==> src/rtl/sid_bus_ctrl.sv <==
// sid_bus_ctrl: 6581 host-bus front end and register file.
// Syncs the async host bus into clk, decodes registers, drives voice/filter config.
module sid_bus_ctrl #(
   parameter int DECAY_CYCLES = 2000000,
   parameter int SYNC_STAGES  = 2
) (
   input  logic        clk,
   input  logic        rst,
   input  logic        phi2,
   input  logic        cs_n,
   input  logic        rw,
   input  logic [4:0]  addr,
   input  logic [7:0]  data_in,
   output logic [7:0]  data_out,
   output logic        data_oe,
   input  logic [7:0]  pot_x,
   input  logic [7:0]  pot_y,
   input  logic [7:0]  osc3,
   input  logic [7:0]  env3,
   output logic [47:0] freq,
   output logic [35:0] pw,
   output logic [23:0] control,
   output logic [47:0] adsr,
   output logic [10:0] fc,
   output logic [7:0]  res_filt,
   output logic [7:0]  mode_vol,
   output logic [2:0]  gate_rise,
   output logic [2:0]  gate_fall
);

   localparam int CW = $clog2(DECAY_CYCLES + 1);
   localparam logic [CW-1:0] DECAY_LOAD = CW'(DECAY_CYCLES);

   typedef enum logic {IDLE, ACCESS} state_t;

   logic [15:0]   sync_q [SYNC_STAGES];
   logic [15:0]   bus_s;
   logic          phi2_d;
   logic          phi2_s;
   logic          cs_n_s;
   logic          rw_s;
   logic [4:0]    addr_s;
   logic [7:0]    din_s;
   logic          rise;
   logic          fall;
   logic          commit;
   logic [2:0]    vsel;
   logic [2:0]    slot;
   logic [7:0]    rd_val;
   logic          rd_live;
   state_t        state;
   logic [7:0]    bus_latch;
   logic [CW-1:0] decay_cnt;
   logic [15:0]   freq_r [3];
   logic [11:0]   pw_r [3];
   logic [7:0]    ctrl_r [3];
   logic [7:0]    ad_r [3];
   logic [7:0]    sr_r [3];

   // Synchronizer chain for all bus pins, plus one extra phi2 delay for edges
   always_ff @(posedge clk or negedge rst) begin
      if (!rst) begin
         for (int i = 0; i < SYNC_STAGES; i++) sync_q[i] <= '0;
         phi2_d <= 1'b0;
      end else begin
         sync_q[0] <= {phi2, cs_n, rw, addr, data_in};
         for (int i = 1; i < SYNC_STAGES; i++) sync_q[i] <= sync_q[i-1];
         phi2_d <= sync_q[SYNC_STAGES-1][15];
      end
   end

   assign bus_s = sync_q[SYNC_STAGES-1];
   assign {phi2_s, cs_n_s, rw_s, addr_s, din_s} = bus_s;
   assign rise   = phi2_s & ~phi2_d;
   assign fall   = ~phi2_s & phi2_d;
   assign commit = (state == ACCESS) && fall && !cs_n_s && !rw_s;

   // Split a voice address into a one-hot voice select and a slot offset
   always_comb begin
      vsel = 3'b000;
      slot = 3'd7;
      unique case (1'b1)
         (addr_s <= 5'd6): begin
            vsel = 3'b001;
            slot = addr_s[2:0];
         end
         (addr_s inside {[5'd7:5'd13]}): begin
            vsel = 3'b010;
            slot = 3'(addr_s - 5'd7);
         end
         (addr_s inside {[5'd14:5'd20]}): begin
            vsel = 3'b100;
            slot = 3'(addr_s - 5'd14);
         end
         default: begin
            vsel = 3'b000;
            slot = 3'd7;
         end
      endcase
   end

   // Read mux: live inputs for the read-only block, bus latch elsewhere
   always_comb begin
      rd_val  = bus_latch;
      rd_live = 1'b1;
      unique case (addr_s)
         5'h19:   rd_val = pot_x;
         5'h1A:   rd_val = pot_y;
         5'h1B:   rd_val = osc3;
         5'h1C:   rd_val = env3;
         default: rd_live = 1'b0;
      endcase
   end

   // Bus cycle FSM, read data, and the decaying bus latch
   always_ff @(posedge clk or negedge rst) begin
      if (!rst) begin
         state     <= IDLE;
         data_out  <= '0;
         data_oe   <= 1'b0;
         bus_latch <= '0;
         decay_cnt <= '0;
      end else begin
         if (decay_cnt != '0) begin
            decay_cnt <= decay_cnt - CW'(1);
            if (decay_cnt == CW'(1)) bus_latch <= '0;
         end
         unique case (state)
            IDLE: begin
               if (rise && !cs_n_s) begin
                  state <= ACCESS;
                  if (rw_s) begin
                     data_oe  <= 1'b1;
                     data_out <= rd_val;
                     if (rd_live) begin
                        bus_latch <= rd_val;
                        decay_cnt <= DECAY_LOAD;
                     end
                  end
               end
            end
            ACCESS: begin
               if (fall) begin
                  state   <= IDLE;
                  data_oe <= 1'b0;
                  if (!cs_n_s && !rw_s) begin
                     bus_latch <= din_s;
                     decay_cnt <= DECAY_LOAD;
                  end
               end
            end
            default: state <= IDLE;
         endcase
      end
   end

   // Register file writes and per-voice gate edge pulses
   always_ff @(posedge clk or negedge rst) begin
      if (!rst) begin
         for (int v = 0; v < 3; v++) begin
            freq_r[v] <= '0;
            pw_r[v]   <= '0;
            ctrl_r[v] <= '0;
            ad_r[v]   <= '0;
            sr_r[v]   <= '0;
         end
         fc        <= '0;
         res_filt  <= '0;
         mode_vol  <= '0;
         gate_rise <= '0;
         gate_fall <= '0;
      end else begin
         gate_rise <= '0;
         gate_fall <= '0;
         for (int v = 0; v < 3; v++) begin
            if (commit && vsel[v]) begin
               case (slot)
                  3'd0: freq_r[v][7:0]  <= din_s;
                  3'd1: freq_r[v][15:8] <= din_s;
                  3'd2: pw_r[v][7:0]    <= din_s;
                  3'd3: pw_r[v][11:8]   <= din_s[3:0];
                  3'd4: begin
                     ctrl_r[v]    <= din_s;
                     gate_rise[v] <= din_s[0] & ~ctrl_r[v][0];
                     gate_fall[v] <= ~din_s[0] & ctrl_r[v][0];
                  end
                  3'd5: ad_r[v] <= din_s;
                  3'd6: sr_r[v] <= din_s;
                  default: ;
               endcase
            end
         end
         if (commit) begin
            case (addr_s)
               5'h15:   fc[2:0]  <= din_s[2:0];
               5'h16:   fc[10:3] <= din_s;
               5'h17:   res_filt <= din_s;
               5'h18:   mode_vol <= din_s;
               default: ;
            endcase
         end
      end
   end

   assign freq    = {freq_r[2], freq_r[1], freq_r[0]};
   assign pw      = {pw_r[2], pw_r[1], pw_r[0]};
   assign control = {ctrl_r[2], ctrl_r[1], ctrl_r[0]};
   assign adsr    = {ad_r[2], sr_r[2], ad_r[1], sr_r[1], ad_r[0], sr_r[0]};

endmodule

==> config.mk <==
export PLATFORM = sky130hd
export DESIGN_NAME = sid_bus_ctrl
export DESIGN_NICKNAME = d
export VERILOG_FILES = /design/src/rtl/sid_bus_ctrl.sv
export SDC_FILE = /design/constraint.sdc
export NUM_CORES = 1
export LEC_CHECK = 0
export ABC_AREA = 1
export CORE_ASPECT_RATIO = 1.5
export CORE_MARGIN = 1
export CORE_UTILIZATION = 44
export DETAILED_ROUTE_END_ITERATION = 16
export DONT_BUFFER_PORTS = 1
export PLACE_DENSITY = 0.62
export REMOVE_ABC_BUFFERS = 1
export SLEW_MARGIN = 20
export SYNTH_ARGS = -nofsm -noshare
export SYNTH_HDL_FRONTEND = slang
export SYNTH_SLANG_ARGS = --single-unit
==> constraint.sdc <==
create_clock -name clk -period 2.03 [get_ports clk]
set_input_delay 0 -clock clk [delete_from_list [all_inputs] [get_ports clk]]
set_output_delay 0 -clock clk [all_outputs]
set_load 0.02 [all_outputs]
# Word level (Yosys, flattened, before mapping)

Cells that the tools add are included.

Input bits: 50
Output and inout bits: 198
Word-level logic and storage cells: 156
Bits in registers: 261

Add/sub/neg operators: 3
Bitwise logic cells: 15
Muxes and demuxes: 38
$lt $le $gt $ge: 5
Reductions and logical operators: 42
Equal/unequal tests: 18

Operators with widths:

| kind                  | count |
|---|---|
| $mux 21               | 6 |
| $mux 8                | 7 |
| $reduce_and 2->1      | 25 |
| $pmux 21 s2           | 1 |
| $eq 5x5->1 const B    | 8 |
| $pmux 8 s4            | 1 |
| $eq 21x1->1 const B   | 1 |
| $reduce_bool 21->1    | 1 |
| $sub 21x1->21 const B | 1 |
| $mux 1                | 18 |
| $pmux 3 s3            | 2 |
| $pmux 8 s2            | 1 |
| $logic_and 1x1->1     | 10 |
| $eq 3x3->1 const B    | 3 |
| $and 1x1->1           | 8 |
| $not 1->1             | 7 |
| $eq 3x2->1 const B    | 2 |
| $ne 2x2->1 const B    | 3 |
| $reduce_and 3->1      | 2 |
| $sub 3x3->3 const B   | 2 |
| $ge 5x3->1 const B    | 1 |
| $ge 5x4->1 const B    | 1 |
| $le 5x3->1 const B    | 1 |
| $le 5x4->1 const B    | 1 |
| other kinds (6)       | 8 |

# Longest topological paths before layout

Gate-level depths: netlist of the first run.

Word-level depth: 7
Gate-level depth with buffers: 14
Depth with buffers taken out: 13

# Least setup slack after synthesis of the first run

Ideal clock, no wire load.

Path kind: reg-to-reg
From: register sync_q (netlist bit bus_s[8])
To: register sr_r (netlist bit adsr[38])
Library setup time: 0.130 ns
Slack: -0.002 ns
Stages on the path, launching flop included: 14
Data required time: 1.900 ns
Arrival time: 1.902 ns
Period minus slack after synthesis: 2.032 ns
Cells stage by stage: dfrtp_1 inv_1 ha_1 nand3_1 o21ai_1 nand2_1 nand3_2 nand2_4 nand2_1 nor2_1 nand2_1 buf_2 nand2_1 o21ai_1

Cells in the longest elaborated chain, start to end: 5
Elaborated cells between the ends (all ways): 14
Classes of those cells: add/sub: 2; order compare: 5; eq/ne: 1; mux: 2; reduce/logical: 4

RTL lines:

| item                                            | line     | text |
|---|---|---|
| from (decl)                                     | 36       | `logic [15:0] sync_q [SYNC_STAGES];` |
| $ge 5x4->1 (tied with other cells)              | 91       | `(addr_s inside {[5'd14:5'd20]}): begin` |
| $logic_and 1x1->1, on equally long branches     | 91, 87   |  |
| $pmux 3 s3                                      | 82       | `unique case (1'b1)` |
| $eq 3x3->1 or $logic_and 1x1->1 (tied branches) | 177, 176 |  |
| $reduce_and 2->1 (no line) (*)                  | --       |  |
| to (signal, indexed assignment)                 | 188      | `3'd6: sr_r[v] <= din_s;` |
| to (decl)                                       | 58       | `logic [7:0] sr_r [3];` |

Every way passes the cells marked *; elsewhere a longest branch is shown, timed or not.
A chain may end at the register's enable or synchronous reset.

# Worst setup path in the final report of the first run

From: register sync_q (netlist bit bus_s[8])
To: register sr_r (netlist bit adsr[18])

Same word-level chain as after synthesis.

==> qor.yml, run 1 <==
outcome:
  status: "finished with violations"
  violations: "hold timing, setup timing"
cells_and_area:
  drive_gt1_frac: 0.186
  syn_to_final_growth_pct: 29.2
  post-route-util: 0.584
  multiInputGateArea_sq_um: 3910
  fillCellCount: 1974
  fin_nets: 1305
  regArea_sq_um: 6540
  num_antenna_cells: 0
  finalNonFillerCells: 1580
worst_setup_path:
  cp.required_ns: 2.45
  worstPathArrival_ns: 2.55
  rrSetupSlack_ns: -0.09
  r2r_start: "bus_s[8]"
  cp-start-kind: "flip-flop"
  r2r_cells: 13
  path_class: "reg -> reg"
  r2r-end: "adsr[18]"
  worstPathMaxFanout: 8
  worstSetupEndpointType: "flip-flop"
timing:
  layout_setup_ws_ns: -0.0927
  worst_pin_slew_ns: 0.924
  skew_ns: 0.0185
  slew_headroom: 0.384
  fmax_ghz: 0.471
  setup_viol: 75
  setup_tns_ns: -1.93
  post-route-period-util: 1.05
  rsz0062_at_grt: "true"
  drv_slew: 0
  hold_violations: 261
  whs_ns: -0.816
  period_needed_ns: 2.12
place:
  dp_cells: 1464
  gp_congestion: 0.913
  portBuffers: 0
  hpwl_microns: 19500
floorplan:
  core_area_sq_um: 23100
  die_area_sq_um: 24400
  ioPinCount: 248
  start_util: 0.452
  fp.dieH_microns: 191
  fp-row-count: 68
  die_w_microns: 128
route:
  dr.pass1.iters: 5
  num_vias: 8425
  drt_iter0_markers: 523
  wl_microns: 30600
  route.detailed.drc: 0
  via_per_inst: 5.33
  antenna_left: 0
  wl_per_cell_microns: 19.3
global_route:
  grt_max_degree: 262
  grt_overflow_total: 0
  grt_pass1_vias: 8141
  grt_antenna_before_repair: 0
  grt_first_pass_wirelength_microns: 45000
  track_usage: 0.239
yosys:
  ys_seq_area_frac: 0.624
  synth_edf_count: 0
  synth_cells: 1117
  yosys_most_used_dff: "dfrtp_1"
  synth_commonest_cells: "314 x nand2_1, 261 x dfrtp_1, 132 x o21ai_0, 90 x nand3_1, 74 x nor2_1"
  synth_area_leaders: "dfrtp_1 62%, nand2_1 11%, o21ai_0 6.3%"
  synth_top_area_share: 0.624
  ys_async_sr_fraction: 1.00
  ys_warn_count: 0
  synth_area_leader_cell: "dfrtp_1"
  synthesis.area_sq_um: 10500
  synth_cell_type_count: 30
  synth.most_common_cell: "nand2_1"
  ys_ff_latch: 261
  synth_area_per_cell_sq_um: 9.37
pwr:
  powerDensity_nw_per_um2: 956
  ir_drop_v: 0.000632
  leakagePower_nw: 6.49
clock_tree:
  hold_buffers: 48
  cts_tree: "yes"
  cts_root_buf: "clkbuf_16"
  cts_sinks: 261
  htree_levels: 1
  numCtsBuffers: 25
  path_clk_slew_ns: 0.06
  clk_latency_ns: 0.52
  clk_path_buf_depth: 3
worst_hold_path:
  hold_path_class: "in -> async"
flow_run:
  cap_violations: 0
[per-layer routing]
layer	part of all wire	track usage	vias to the layer above
met3	0.064	0.0499	96
met2	0.52	0.422	309
met5	0	0	-
met4	0.047	0.110	0
met1	0.37	0.277	4094
li1	-	-	3926
[how the worst max path moves through the flow]
stage | startpoint | slack (ns) | endpoint | cells past startpoint
after floorplan | bus_s[8] | -0.61 | adsr[8] | 9
after global placement | bus_s[8] | -0.08 | control[2] | 10
after detailed placement | bus_s[8] | -0.17 | gate_rise[0] | 9
after CTS | bus_s[8] | -0.04 | pw[20] | 12
after global routing | bus_s[8] | -0.20 | pw[8] | 13
final | bus_s[8] | -0.09 | adsr[18] | 13
[worst max-delay path, stage by stage, from the launching register on]
cell and delay [ns]:
dfrtp_2 0.44, buf_4 0.15, ha_4 0.15, nand4_1 0.13, nand3_4 0.13, nand2_4 0.11
nand2_4 0.07, nand2_8 0.10, nand2_4 0.07, nor2_4 0.09, buf_6 0.14, nand2_4 0.08
clkbuf_16 0.16, o21ai_0 0.21
[logic make-up (layout without fill, tap and decap cells)]
kind of cell	count (synthesis)	count (layout)	synth area share
simple gates	540	540	0.221
compound gates	184	184	0.0899
fa+ha+maj	9	9	0.0108
buf+inv	117	265	0.0486
flops	261	261	0.624
xor+xnor	6	6	0.00502
[registers in the layout (all words and copies together) (netlist names)]
register / cells
adsr: 48
bus_latch: 8
bus_s: 16
control: 24
data_oe: 1
data_out: 8
decay_cnt: 21
fc: 11
freq: 48
gate_fall: 3
gate_rise: 3
mode_vol: 8
phi2_d: 1
pw: 36
res_filt: 8
state: 1
sync_q: 16
[through the flow]
step	cell area, sq um	setup WS, ns	power (mW)
after floorplan	10200	-0.611	7.25
after detailed placement	11300	-0.167	7.89
after global placement	11300	-0.0838	7.86
after CTS	12900	-0.0401	12.8
final	13500	-0.0927	12.9
after global routing	13500	-0.196	13.5
[timing repair]
| action | 4_1_cts | 5_1_grt |
|---|---|---|
| endpoints found under the setup margin | 162 | 205 |
| cloned | 0 | 6 |
| gates resized for setup | 36 | 125 |
| setup buffers | 7 | 10 |
| pin swaps | 14 | 27 |
| hold endpoints to repair | 293 | 261 |
[report_power, final]
| group | leakage [nW] | total, mW | switching [mW] | internal [mW] |
|---|---|---|---|---|
| Combinational | 2.60 | 1.85 | 1.10 | 0.750 |
| Clock | 0.426 | 4.81 | 1.96 | 2.85 |
| Sequential | 3.47 | 6.25 | 0.585 | 5.67 |
[final cells by class]
| class | instances | share of cell area |
|---|---|---|
| sequential | 261 | 0.484 |
| multi-input combinational | 739 | 0.289 |
| timing repair buffer | 151 | 0.114 |
| clock buffer | 38 | 0.0566 |
| tap | 315 | 0.0292 |
| inverter | 68 | 0.0198 |
| clock inverter | 8 | 0.00713 |
[cells in the final DEF, fill, tap and decap left out, drive strengths merged]
cell	n
inv	69
o2bb2ai	2
nor2	79
nand4	24
nor4	1
clkinvlp	1
a211oi	1
dlygate4sd3	48
dfrtp	261
nand2	317
nor3b	2
o211ai	1
o21ai	155
buf	98
ha	9
nand3b	2
clkbuf	43
a22oi	2
xor2	6
a21oi	21
nor3	22
clkinv	4
o22ai	2
nand3	93
bufinv	2
Power figures use the tool's default switching activity.
==> inputs of run 2 (changes only) <==
--- a/config.mk
+++ b/config.mk
@@ -11,7 +11,7 @@
 export CORE_UTILIZATION = 44
 export DETAILED_ROUTE_END_ITERATION = 16
 export DONT_BUFFER_PORTS = 1
-export PLACE_DENSITY = 0.62
+export PLACE_DENSITY = 0.6
 export REMOVE_ABC_BUFFERS = 1
 export SLEW_MARGIN = 20
 export SYNTH_ARGS = -nofsm -noshare
==> constraint.sdc (replaced) <==
create_clock -name clk -period 2 [get_ports clk]
set_input_delay 0 -clock clk [delete_from_list [all_inputs] [get_ports clk]]
set_output_delay 0 -clock clk [all_outputs]
set_load 0.02 [all_outputs]
==> qor.yml, run 2 (same netlist as run 1, synthesis figures left out) <==
floorplan:
  die_w_microns: 128  # unchanged
  fp.dieH_microns: 191  # unchanged
  fp-row-count: 68  # unchanged
  die_area_sq_um: 24400  # unchanged
  ioPinCount: 248  # unchanged
  start_util: 0.452  # unchanged
  core_area_sq_um: 23100  # unchanged
worst_setup_path:
  worstSetupEndpointType: "flip-flop"
  r2r-end: "control[5]"
  cp.required_ns: 2.41  # -0.04 ns
  rrSetupSlack_ns: -0.20  # -0.11 ns
  cp-start-kind: "flip-flop"
  r2r_start: "bus_s[9]"
  path_class: "reg -> reg"
  worstPathMaxFanout: 12  # +4
  cp-endpoint: "control[5]"
  r2r_cells: 14  # +1
  critPathLaunch: "bus_s[9]"
  worstPathArrival_ns: 2.61  # +0.06 ns
cells_and_area:
  fin_area_sq_um: 13700  # +1.4%
  mostFrequentLayoutCell: "nand2_1"
  fillCellCount: 1944  # -1.5%
  syn_to_final_growth_pct: 31.0
  num_antenna_cells: 0  # unchanged
  drive_gt1_frac: 0.215  # +0.0295
  fin_nets: 1308  # +0.23%
  post-route-util: 0.592  # +0.00816
  finalNonFillerCells: 1583  # +0.19%
  final_cell_mix: "274 x nand2_1, 257 x dfrtp_1, 94 x o21ai_0"
timing:
  layout_setup_ws_ns: -0.198  # -0.106 ns
  worst_pin_slew_ns: 0.710  # -0.214 ns
  period_needed_ns: 2.20  # +0.0757 ns
  setup_viol: 158  # +110%
  post-route-period-util: 1.10  # +0.0535
  slew_headroom: 0.527  # +0.143
  skew_ns: 0.0146  # -0.00390 ns
  rsz0062_at_grt: "true"
  hold_violations: 261  # unchanged
  drv_slew: 0  # unchanged
  whs_ns: -0.836  # -0.0198 ns
  fmax_ghz: 0.455  # -3.4%
pwr:
  p_switching_mw: 3.75  # +2.8%
  pwr-share-clk: 0.374  # about the same
  switching_share: 0.285  # +0.00296
  seq_power_share: 0.485  # about the same
  internal_power_mw: 9.39  # +1.3%
  leakagePower_nw: 6.53  # +0.54%
  ir_drop_v: 0.000731  # +16%
  combPwrFrac: 0.142  # about the same
  powerDensity_nw_per_um2: 959  # +0.32%
global_route:
  grt_antenna_before_repair: 0  # unchanged
  grt_overflow_total: 0  # unchanged
  grt_pass1_vias: 8265  # +1.5%
  grt_max_degree: 262  # unchanged
  track_usage: 0.247  # +0.00739
  grt_first_pass_wirelength_microns: 46600  # +3.4%
outcome:
  status: "finished with violations"
  violations: "hold timing, setup timing"
route:
  via_per_inst: 5.28  # -0.95%
  antenna_left: 0  # unchanged
  route.detailed.drc: 0  # unchanged
  dr.pass1.iters: 5  # unchanged
  wl_per_cell_microns: 19.4  # +0.43%
  drt_iter0_markers: 517  # -1.1%
  num_vias: 8361  # -0.76%
  wl_microns: 30700  # +0.63%
place:
  hpwl_microns: 19500  # about the same
  portBuffers: 0  # unchanged
  gp_congestion: 0.956  # +4.8%
  dpl_cell_area_sq_um: 11400  # +0.26%
  dp_cells: 1458  # -0.41%
clock_tree:
  path_clk_slew_ns: 0.07  # about the same
  clk_latency_ns: 0.53  # about the same
  numCtsBuffers: 25  # unchanged
  cts_root_buf: "clkbuf_16"
  hold_buffers: 48  # unchanged
  htree_levels: 1  # unchanged
  cts_sinks: 261  # unchanged
  clk_path_buf_depth: 3  # unchanged
  cts_tree: "yes"
worst_hold_path:
  hold_path_class: "in -> async"
flow_run:
  cap_violations: 0  # unchanged
-- run 2: cell count changes in the layout (fill, tap and decap cells not counted), sizes merged --
cell	delta
bufinv	+1
clkbuf	-4
buf	+3
clkinvlp	+2
clkinv	+1
-- run 2: through the flow --
step | setup slack [ns] | total power, mW | TNS (ns)
final | -0.198 | 13.1 | -20.44
after global routing | -0.360 | 13.7 | -42.50
after CTS | -0.104 | 13.1 | -8.79
after detailed placement | -0.256 | 7.94 | -21.49
after global placement | -0.231 | 7.90 | -13.40
after floorplan | -0.641 | 7.36 | -89.30
-- run 2: power groups by stage --
stage,clock (mW),sequential (mW),combinational [mW]
final,4.91,6.37,1.86
after detailed placement,0,6.44,1.49
after CTS,5.01,6.36,1.72
after global routing,5.24,6.41,2.08
after global placement,0,6.44,1.46
after floorplan,0,6.31,1.05
-- run 2: how the worst min path moves through the flow --
stage | endpoint | slack, ns
final | sync_q[22] | -0.84
after floorplan | adsr[0] | -0.30
after global placement | sync_q[22] | -0.29
after detailed placement | sync_q[22] | -0.29
after CTS | freq[16] | -0.85
after global routing | sync_q[22] | -0.86
-- run 2: final cells by class --
| class | count | area (sq um) | area share |
|---|---|---|---|
| Clock buffer | 34 | 699 | 0.0510 |
| Clock inverter | 12 | 159 | 0.0116 |
| Inverter | 68 | 267 | 0.0194 |
| Multi-Input combinational cell | 739 | 3980 | 0.290 |
| Sequential cell | 261 | 6540 | 0.477 |
| Tap cell | 315 | 394 | 0.0288 |
| Timing Repair Buffer | 154 | 1670 | 0.122 |
-- run 2: repair_timing --
| item | 4_1_cts | 5_1_grt |
|---|---|---|
| setup endpoints to repair | 169 | 200 |
| pin swaps | 28 | 16 |
| endpoints found under the hold margin | 293 | 261 |
| setup buffers | 12 | 11 |
| gates cloned | 3 | 5 |
| gates resized for setup | 74 | 128 |
-- run 2: worst max-delay path, stage by stage, from the launching register on --
cell and delay, ns:
dfrtp_2 0.47, ha_4 0.21, inv_2 0.08, nand3_2 0.09
nand3_2 0.13, nand2_2 0.09, buf_6 0.13, inv_4 0.05
nor2_4 0.04, nor2_4 0.28, buf_4 0.19, nor2_4 0.04
clkbuf_16 0.16, nand3_1 0.07, nand2_1 0.05
-- run 2: routing by layer --
metal	global-route usage	vias up	part of all wire
li1	-	3933	-
met1	0.293	4080	0.38
met2	0.434	277	0.52
met3	0.0567	71	0.068
met4	0.0905	0	0.034
met5	0	-	0
